===== src/rtl/music_player_ctrl.sv =====
// Beat sequencer for the tone table: walks beat_num at a selectable tempo under
// play/pause/stop control and registers the looked-up tone toward the note generator.
module music_player_ctrl #(
    parameter int unsigned CLK_FREQ  = 100_000_000,
    parameter int unsigned BEAT_FREQ = 8,
    parameter int unsigned LAST_BEAT = 224,
    parameter logic [31:0] SILENCE   = 32'd20000
) (
    input  logic        clk,
    input  logic        rst,
    input  logic        play,
    input  logic        pause,
    input  logic        stop,
    input  logic        loop_en,
    input  logic        mute,
    input  logic [1:0]  tempo_sel,
    input  logic [31:0] tone_in,
    output logic [7:0]  beat_num,
    output logic [31:0] tone_out,
    output logic        playing,
    output logic        paused,
    output logic        beat_tick,
    output logic        done
);

    localparam int unsigned DIV = CLK_FREQ / BEAT_FREQ;
    localparam int unsigned TW  = $clog2(DIV * 2 + 1);
    localparam int unsigned BW  = 8;

    typedef enum logic [1:0] {
        IDLE  = 2'd0,
        PLAY  = 2'd1,
        PAUSE = 2'd2
    } state_t;

    state_t          state, state_nxt;
    logic [TW-1:0]   tick_cnt, tick_nxt;
    logic [TW-1:0]   cur_div_c;
    logic [BW-1:0]   beat_nxt;
    logic            tick_hit_c;
    logic            done_c;
    logic            boundary_c;

    // Beat length in clocks for the currently selected tempo
    always_comb begin
        cur_div_c = TW'(DIV);
        case (tempo_sel)
            2'd1:    cur_div_c = TW'(DIV / 2);
            2'd2:    cur_div_c = TW'(DIV * 2);
            default: cur_div_c = TW'(DIV);
        endcase
    end

    // Compared as tick_cnt+1 >= CUR_DIV so a shrinking tempo still advances next cycle
    assign boundary_c = ((TW+1)'(tick_cnt) + (TW+1)'(1)) >= (TW+1)'(cur_div_c);

    always_comb begin
        state_nxt  = state;
        beat_nxt   = beat_num;
        tick_nxt   = tick_cnt;
        tick_hit_c = 1'b0;
        done_c     = 1'b0;
        case (state)
            IDLE: begin
                beat_nxt = '0;
                tick_nxt = '0;
                if (play && !pause && !stop) begin
                    state_nxt = PLAY;
                    beat_nxt  = BW'(1);
                end
            end
            PLAY: begin
                if (stop) begin
                    state_nxt = IDLE;
                    beat_nxt  = '0;
                    tick_nxt  = '0;
                end else if (pause) begin
                    state_nxt = PAUSE;
                end else if (boundary_c) begin
                    tick_nxt   = '0;
                    tick_hit_c = 1'b1;
                    if (beat_num < BW'(LAST_BEAT)) begin
                        beat_nxt = beat_num + BW'(1);
                    end else if (loop_en) begin
                        beat_nxt = BW'(1);
                    end else begin
                        state_nxt = IDLE;
                        beat_nxt  = '0;
                        done_c    = 1'b1;
                    end
                end else begin
                    tick_nxt = tick_cnt + TW'(1);
                end
            end
            PAUSE: begin
                if (stop) begin
                    state_nxt = IDLE;
                    beat_nxt  = '0;
                    tick_nxt  = '0;
                end else if (!pause && play) begin
                    state_nxt = PLAY;
                end
            end
            default: begin
                state_nxt = IDLE;
                beat_nxt  = '0;
                tick_nxt  = '0;
            end
        endcase
    end

    always_ff @(posedge clk) begin
        if (rst) begin
            state     <= IDLE;
            beat_num  <= '0;
            tick_cnt  <= '0;
            tone_out  <= SILENCE;
            playing   <= 1'b0;
            paused    <= 1'b0;
            beat_tick <= 1'b0;
            done      <= 1'b0;
        end else begin
            state     <= state_nxt;
            beat_num  <= beat_nxt;
            tick_cnt  <= tick_nxt;
            tone_out  <= (state == PLAY && !mute) ? tone_in : SILENCE;
            playing   <= (state_nxt == PLAY);
            paused    <= (state_nxt == PAUSE);
            beat_tick <= tick_hit_c;
            done      <= done_c;
        end
    end

endmodule


===== config.mk =====
export PLATFORM = sky130hd
export DESIGN_NAME = music_player_ctrl
export DESIGN_NICKNAME = d
export VERILOG_FILES = /design/src/rtl/music_player_ctrl.sv
export SDC_FILE = /design/constraint.sdc
export NUM_CORES = 1
export LEC_CHECK = 0
export ABC_CLOCK_PERIOD_IN_PS = 5000
export CAP_MARGIN = 40
export CELL_PAD_IN_SITES_DETAIL_PLACEMENT = 0
export CELL_PAD_IN_SITES_GLOBAL_PLACEMENT = 1
export CORE_UTILIZATION = 37
export CTS_BUF_LIST = sky130_fd_sc_hd__clkbuf_8 sky130_fd_sc_hd__clkbuf_16
export DETAILED_ROUTE_END_ITERATION = 8
export GPL_ROUTABILITY_DRIVEN = 0
export MAX_ROUTING_LAYER = met4
export PLACE_DENSITY_LB_ADDON = 0.1
export SYNTH_ARGS = -nofsm -noshare
export SYNTH_HDL_FRONTEND = slang
export SYNTH_SLANG_ARGS = --single-unit

===== constraint.sdc =====
create_clock -name clk -period 5 [get_ports clk]
set_clock_uncertainty 0.1 [all_clocks]
set_input_delay 0.5 -clock clk [delete_from_list [all_inputs] [get_ports clk]]
set_output_delay 0.5 -clock clk [all_outputs]
set_load 0.01 [all_outputs]

Word-level counts from Yosys, hierarchy flattened
Cells that the tools add are included.
W data, S select, Z words.
{"block": "word_totals", "output_inout_bits": 44, "ff_bits": 71}
{"block": "classes", "eq_ne": 9, "muxes": 25, "addsub": 3, "n_bitwise": 3, "reduce_logical": 12, "order_cmp": 2}
{"op": "$mux W25", "count": 4}
{"op": "$pmux W25 S2", "count": 2}
{"op": "$mux W8", "count": 5}
{"op": "$add A25 B1 Y26 const B", "count": 1}
{"op": "$ge A26 B25 Y1", "count": 1}
{"op": "$add A25 B1 Y25 const B", "count": 1}
{"op": "$pmux W8 S3", "count": 1}
{"op": "$mux W2", "count": 8}
{"op": "$add A8 B1 Y8 const B", "count": 1}
{"op": "$lt A8 B8 Y1 const B", "count": 1}
{"op": "$eq A2 B1 Y1 const B", "count": 3}
{"op": "$eq A2 B2 Y1 const B", "count": 3}
{"op": "$ne A3 B3 Y1 const B", "count": 2}
{"op": "$pmux W2 S3", "count": 1}
{"op": "$reduce_or A6 Y1", "count": 1}
{"op": "$mux W1", "count": 4}
{"op": "$reduce_or A4 Y1", "count": 1}
{"op": "$logic_and A1 B1 Y1", "count": 3}
{"op": "$logic_not A1 Y1", "count": 3}
{"op": "$not A1 Y1", "count": 3}
{"op": "$reduce_and A3 Y1", "count": 1}
{"op": "$logic_not A2 Y1", "count": 1}
{"op": "$ne A2 B2 Y1 const B", "count": 1}
{"op": "$reduce_and A2 Y1", "count": 1}
{"op": "$reduce_or A2 Y1", "count": 1}

Logic depth before layout (Yosys ltp)
Gate-level depths: netlist (run 1).
{"block": "depth", "ltp_word": 8, "mapped_depth": 15, "mapped_depth_nobuf": 14}

Least setup slack after synthesis (run 1)
No wires, ideal clock.
{"block": "synth_timing", "path_type": "register -> register", "start": "register tick_cnt[0]", "end": "register beat_num[4]", "arrival_ns": 3.695, "path_stages_with_launch": 15, "setup_slack_ns": 1.134, "setup_ns": 0.070, "synth_period_minus_slack_ns": 3.866, "path_cell_list": "dfxtp_1 -> ha_1 -> nand4_1 -> nor4_1 -> and3_1 -> xor2_1 -> ha_1 -> and3_1 -> nand3_1 -> a211o_1 -> o211a_2 -> a211oi_4 -> o21ai_2 -> or4b_1 -> a21oi_1"}
{"block": "synth_between", "elab_chain_len": 4}
{"item": "from (decl)", "line": "37", "source": "logic [TW-1:0] tick_cnt, tick_nxt;"}
{"item": "from (signal assigned)", "line": "125", "source": "tick_cnt <= tick_nxt;"}
{"item": "$add A25 B1 Y26", "line": "55", "source": "assign boundary_c = ((TW+1)'(tick_cnt) + (TW+1)'(1)) >= (TW+1)'(cur_div_c);"}
{"item": "$ge A26 B25 Y1", "line": "55"}
{"item": "$ne A3 B3 Y1 (no line)"}
{"item": "$reduce_and A3 Y1 (no line)"}
{"item": "to (signal assigned)", "line": "124", "source": "beat_num <= beat_nxt;"}
{"item": "to (decl)", "line": "18", "source": "output logic [7:0] beat_num,"}
Every way passes these cells.
A chain may end at the register's enable or synchronous reset.

Worst setup path in the final report (run 1)
{"block": "layout_timing", "start": "register tick_cnt[0]", "end": "register tick_cnt[20]"}
{"block": "layout_between", "elab_chain_len": 6}
{"item": "$add A25 B1 Y26", "line": "55"}
{"item": "$ge A26 B25 Y1", "line": "55"}
{"item": "$mux W25 *", "line": "79", "source": "end else if (boundary_c) begin"}
{"item": "$mux W25 *", "line": "77", "source": "end else if (pause) begin"}
{"item": "$mux W25 *", "line": "73", "source": "if (stop) begin"}
{"item": "$pmux W25 S2 *", "line": "63", "source": "case (state)"}
Every way passes the cells marked *; elsewhere a longest branch is shown, timed or not. The select of a mux whose other input is x is not followed.

==> flow_metrics.tcl, run 1 <==
set metrics [dict create \
    status "finished, final reports clean" \
    gr-total-overflow 0 \
    hold_depth 2 \
    cp.required_ps 5170 \
    cts_made_buffers 9 \
    max_cap_viol_count 0 \
    r2r_slack_ps 620 \
    hold_viol 0 \
    crit_cells 16 \
    cts_tree "done" \
    cpLargestDelayFamily "simple AND/OR/NAND/NOR gates" \
    syn_area_per_cell_um2 9.16 \
    synth_top_area_cell "dfxtp_1" \
    vias 3066 \
    worstPathArrival_ps 4550 \
    firstDrtPassIters 4 \
    hpwl_mm 6.37 \
    ys_async_sr_fraction_pct 0 \
    clk_pin_slew_worst_paths_ps 90 \
    cts.sinks 71 \
    grtUsageTotal_pct 19.1 \
    synthTopCellsByCount "71 x dfxtp_1, 30 x and2_1, 28 x nand2_1" \
    setup_viol 0 \
    postCtsResizedCells 0 \
    ant_nets 0 \
    syn_nets 447 \
    hp-class "flip-flop to flip-flop" \
    insertion_delay_ps 350 \
    ys_seq_area_share_pct 40.1 \
    setup_tns_ps 0 \
    rsz0062_at_grt "false" \
    routed_via_density 5.09 \
    die_h_um 99.9 \
    syn_to_final_growth_pct 33.8 \
    syn_inst 387 \
    drt_iter0_markers 158 \
    initial_core_util_pct 38.4 \
    cp_cell_sequence "ha_1 -> nand4_1 -> nor4_1 -> buf_4 -> and3_1 -> xor2_1 -> ha_1 -> nand3_1 -> a21boi_0 -> a211o_1 -> a311oi_1 -> a211oi_4 -> nor2_2 -> buf_4 -> nand2_1 -> o31ai_1" \
    final_net_count 528 \
    grt_pass1_wl_mm 14.6 \
    max_freq_ghz 0.228 \
    slew_violations 0 \
    criticalPathCategory "flip-flop to flip-flop" \
    crit_path_max_incr_delay_ps 460 \
    fillers 857 \
    period_minus_slack_ps 4380 \
    cellLeakagePower_uw 0.00175 \
    cts_hold_buf 0 \
    slowest_stage "dfxtp_1" \
    fin_hold_ws_ps 412 \
    antenna_found_initial 0 \
    syn-cell-area_um2 3540 \
    layoutNonFillerInstCount 602 \
    drive_above_1_share_pct 8.03 \
    seq_area_um2 1420 \
    placedCellCount 586 \
    synth_most_common_cell "dfxtp_1" \
    cts_setup_buffers 0 \
    n_antenna_cell 0 \
    start_kind "flip-flop" \
    cts_max_path_buffers 2 \
    cts-root-buf "clkbuf_8" \
    io_pins 85 \
    synth.top_cell.area_share_pct 40.1 \
    coreArea_um2 9240 \
    io_buffers 84 \
    postRouteWirelength_mm 8.77 \
    row_count 35 \
    synth_cell_types 57 \
    worstMarginPinSlew_ps 759 \
    grt_max_degree 33 \
    wl_per_cell_um 14.6 \
    yosys_warnings 0 \
    cp_max_fo 28 \
    grt_pass1_vias 2949 \
    cp_num_buf_inv 2 \
    reg2reg_depth 16 \
    synth_edf_count 0 \
    die_x_um 99.9 \
    drcViolationCount 0 \
    multi_input_area_um2 2000 \
    synth_area_leaders "dfxtp_1 40%, ha_1 6.7%, and2_1 5.3%, a32o_1 3.1%, nand2_1 3.0%" \
    fin_crit_sh_pct 87.6 \
    cp-end-kind "flip-flop" \
    p_total_uw 1170 \
    timing.max_slew.rel_slack_pct 49.4 \
    vdd_ir_drop_max_mv 0.150 \
    dieArea_um2 9980 \
    ys_ff_latch 71 \
    powerDensity_nw_per_um2 247 \
    ys.flop_type "dfxtp_1" \
    cts_max_level 3 \
]
-- metrics by stage --
| step | setup WS, ps | util [%] | area, um2 |
|---|---|---|---|
| after floorplan | 1130 | - | 3540 |
| after global placement | 689 | 48.8 | 4510 |
| after detailed placement | 648 | 48.9 | 4520 |
| after CTS | 641 | 51.3 | 4740 |
| after global routing | 207 | 51.3 | 4740 |
| final | 621 | 51.3 | 4740 |
-- final timing paths --
check / from / endpoint
worst max register to register: tick_cnt[0] / tick_cnt[20]
worst max-delay path: tick_cnt[0] / tick_cnt[20]
worst min-delay path: beat_num[1] / beat_num[1]
worst min register to register: beat_num[1] / beat_num[1]
-- per-layer routing --
metal,vias up,routed length [um],GRT usage (%)
met1,1416,4450,25.6
met5,-,0,-
met4,0,129,7.24
met3,15,369,4.53
li1,1566,-,-
met2,69,3830,27.9
-- worst register-to-register path: cells and delay by family, from the launching register on --
kind	cells	cell delay [ps]
flops	1	460
simple gates	6	1240
buf+inv	2	530
fa+ha+maj	2	600
xor+xnor	1	190
compound gates	5	1180
-- state kept, by name (all words and copies together) (netlist names) --
signal and cells:
beat_num 8, beat_tick 1, done 1, paused 1, playing 1, state 2
tick_cnt 25, tone_out 32
-- layout make-up --
class	count	area share [%]
flip-flops and latches	71	30.0
clock inverters	7	2.16
repair buffers	91	18.9
clock buffers	9	2.61
well taps	129	3.40
inverters	11	0.870
multi-input cells	284	42.1
-- power by group --
part           switching, uW  internal, uW  total (uW)
Sequential              1.71           568         570
Combinational           33.0          44.8        77.8
Clock                    237           287         524
-- layout by cell type (no fill, tap or decap), types with 4 or more instances in the layout --
cell             instances
nor2_1                  18
o21ai_0                 17
and3_1                   7
buf_4                    6
nand2_1                 28
nor3_1                   6
a21oi_1                 16
nand3b_1                 5
o31ai_1                  4
xnor2_1                  9
dfxtp_1                 71
nand3_1                 15
nor4_1                   7
nor2b_1                  7
ha_1                    19
clkdlybuf4s50_1         84
a211oi_1                 4
and2_1                  30
inv_1                   11
clkbuf_8                 9
or4_1                    4
nand4_1                  7
a32o_1                  11
a31oi_1                  7
xor2_1                   8
nand2b_1                13
-- kinds of logic (layout without fill, tap and decap cells) --
family	count (synthesis)	count (layout)	synth area share, %
buf+inv	32	118	3.74
fa+ha+maj	19	19	6.71
flops	71	71	40.1
xor+xnor	17	17	4.20
compound gates	81	81	16.4
simple gates	167	167	28.8
(Power assumes the default switching activity.)
==> inputs of run 2 (changes only) <==
--- a/config.mk
+++ b/config.mk
@@ -18,3 +18,4 @@
 export SYNTH_ARGS = -nofsm -noshare
 export SYNTH_HDL_FRONTEND = slang
 export SYNTH_SLANG_ARGS = --single-unit
+export TNS_END_PERCENT = 10
==> constraint.sdc (replaced) <==
create_clock -name clk -period 5 [get_ports clk]
set_clock_uncertainty 0.1 [all_clocks]
set_input_delay 0.5 -clock clk [delete_from_list [all_inputs] [get_ports clk]]
set_output_delay 0.5 -clock clk [all_outputs]
set_load 0.05 [all_outputs]
==> results of run 2 <==
Same layout as run 1 (identical final DEF). Status: finished, final reports clean.
Main changes from that run: total power 1170 uW -> 1180 uW; worst IR drop on VDD 0.150 mV -> 0.151 mV
==> inputs of run 3 (changes only) <==
--- a/config.mk
+++ b/config.mk
@@ -9,8 +9,8 @@
 export CAP_MARGIN = 40
 export CELL_PAD_IN_SITES_DETAIL_PLACEMENT = 0
 export CELL_PAD_IN_SITES_GLOBAL_PLACEMENT = 1
-export CORE_UTILIZATION = 37
-export CTS_BUF_LIST = sky130_fd_sc_hd__clkbuf_8 sky130_fd_sc_hd__clkbuf_16
+export CORE_UTILIZATION = 38
+export CTS_BUF_LIST = sky130_fd_sc_hd__clkbuf_8
 export DETAILED_ROUTE_END_ITERATION = 8
 export GPL_ROUTABILITY_DRIVEN = 0
 export MAX_ROUTING_LAYER = met4
==> constraint.sdc (replaced) <==
create_clock -name clk -period 5 [get_ports clk]
set_clock_uncertainty 0.1 [all_clocks]
set_input_delay 1 -clock clk [delete_from_list [all_inputs] [get_ports clk]]
set_output_delay 1 -clock clk [all_outputs]
set_load 0.05 [all_outputs]
==> flow_metrics.tcl, run 3 (synthesis gave the netlist of run 1 again) <==
set metrics [dict create \
    antenna_found_initial 0 \
    grt_max_degree 33 \
    r2r_slack_ps 530 \
    fin_hold_ws_ps 408 \
    drcViolationCount 0 \
    ant_nets 0 \
    slew_violations 0 \
    grt_pass1_vias 3049 \
    wl_per_cell_um 15.2 \
    drive_above_1_share_pct 8.23 \
    max_freq_ghz 0.224 \
    drt_iter0_markers 64 \
    largest_reg_flops 32 \
    reg2reg_to "tick_cnt[20]" \
    coreArea_um2 8890 \
    cp.required_ps 5160 \
    min-delay-start "beat_num[7]" \
    row_count 34 \
    hold_viol 0 \
    postCtsResizedCells 0 \
    cellLeakagePower_uw 0.00173 \
    die_x_um 98.6 \
    syn_to_final_growth_pct 31.9 \
    start_kind "flip-flop" \
    hp-class "flip-flop to flip-flop" \
    grtUsageTotal_pct 19.9 \
    n_antenna_cell 0 \
    final_util_pct 52.6 \
    max_cap_viol_count 0 \
    p_clk_share_pct 39.4 \
    worstMarginPinSlew_ps 675 \
    powerDensity_nw_per_um2 231 \
    p_comb_share_pct 7.8 \
    cp_cell_sequence "ha_1 -> nand4_1 -> nor4_1 -> buf_4 -> and3_1 -> xor2_1 -> ha_1 -> nand3_1 -> a21boi_0 -> a211o_1 -> a311oi_1 -> a211oi_4 -> nor2_2 -> buf_4 -> nand2_1 -> o31ai_1" \
    fin_crit_sh_pct 89.4 \
    cts_max_level 3 \
    fillers 829 \
    min_to "beat_num[7]" \
    netSwitchingPower_uw 282 \
    cp-end-kind "flip-flop" \
    slowest_stage "dfxtp_1" \
    layout_common_cells "84 x clkdlybuf4s50_1, 71 x dfxtp_1, 30 x and2_1, 28 x nand2_1, 19 x ha_1" \
    die_h_um 98.6 \
    cts_hold_buf 0 \
    vias 3143 \
    final_net_count 529 \
    p_total_uw 1080 \
    firstDrtPassIters 4 \
    postRouteWirelength_mm 8.87 \
    insertion_delay_ps 350 \
    setup_tns_ps 0 \
    criticalPathCategory "flip-flop to flip-flop" \
    cts.sinks 71 \
    crit_path_max_incr_delay_ps 490 \
    cts_setup_buffers 0 \
    hold_depth 1 \
    rsz0062_at_grt "false" \
    cts_max_path_buffers 2 \
    setup_viol 0 \
    routed_via_density 5.40 \
    cts_tree "done" \
    seqPwrFrac_pct 52.8 \
    power.internal_uw 797 \
    reg2reg_depth 16 \
    hpwl_mm 6.53 \
    worstPathArrival_ps 4640 \
    multi_input_area_um2 2000 \
    dieArea_um2 9720 \
    seq_area_um2 1420 \
    io_pins 85 \
    cts-root-buf "clkbuf_8" \
    p_sw_share_pct 26.1 \
    grt_pass1_wl_mm 14.9 \
    gr-total-overflow 0 \
    mostFrequentLayoutCell "clkdlybuf4s50_1" \
    period_minus_slack_ps 4470 \
    cp_max_fo 16 \
    io_buffers 84 \
    top_register "tone_out" \
    clk_pin_slew_worst_paths_ps 80 \
    timing.max_slew.rel_slack_pct 54.8 \
    initial_core_util_pct 39.9 \
    vdd_ir_drop_max_mv 0.155 \
    top_regs "tone_out x32, tick_cnt x25, beat_num x8" \
    status "finished, final reports clean" \
    cts_made_buffers 9 \
    r2r_start "tick_cnt[0]" \
]
run 3: cell types whose count changed in the layout (fill, tap and decap cells not counted), sizes merged:
cell | before | now
bufinv | 2 | 0
clkinv | 1 | 3
buf | 7 | 8
run 3: layout make-up:
type / instances / area share (%)
clock buffers: 9 / 2.65
repair buffers: 92 / 19.4
well taps: 108 / 2.89
clock inverters: 7 / 1.12
flip-flops and latches: 71 / 30.4
multi-input cells: 284 / 42.7
inverters: 11 / 0.883
run 3: per-stage QoR:
stage,cell area [um2],worst slack (ps),std cells
5_1_grt,4670,201,582
4_1_cts,4670,536,582
6_report,4670,528,582
2_1_floorplan,3540,1130,387
3_5_place_dp,4500,526,566
3_3_place_gp,4490,652,565
run 3: worst max-delay path by stage:
stage / from / endpoint / cells after the start
after detailed placement: tempo_sel[0] / tick_cnt[20] / 13
after floorplan: tick_cnt[0] / beat_num[4] / 14
after CTS: tick_cnt[0] / tick_cnt[20] / 16
after global routing: tick_cnt[0] / beat_num[4] / 15
after global placement: tick_cnt[0] / beat_num[4] / 15
final: tick_cnt[0] / tick_cnt[20] / 16
run 3: power by group through the flow:
stage	Sequential, uW	Combinational, uW	Clock [uW]
4_1_cts	570	84.6	442
2_1_floorplan	592	28.4	0
6_report	570	84.1	426
3_5_place_dp	583	84.3	0
5_1_grt	570	92.1	464
3_3_place_gp	583	83.0	0
run 3: worst max-delay path: cells and delay by family, from the launching register on:
kind	cells	cell delay, ps
simple gates	6	1220
xor+xnor	1	240
fa+ha+maj	2	690
compound gates	5	1190
buf+inv	2	450
flops	1	490
run 3: routing by layer:
metal	vias to the layer above	routed length (um)	global-route usage (%)
li1	1572	-	-
met1	1471	4080	24.2
met2	87	4080	31.6
met3	13	560	5.25
met4	0	150	7.46
met5	-	0	-
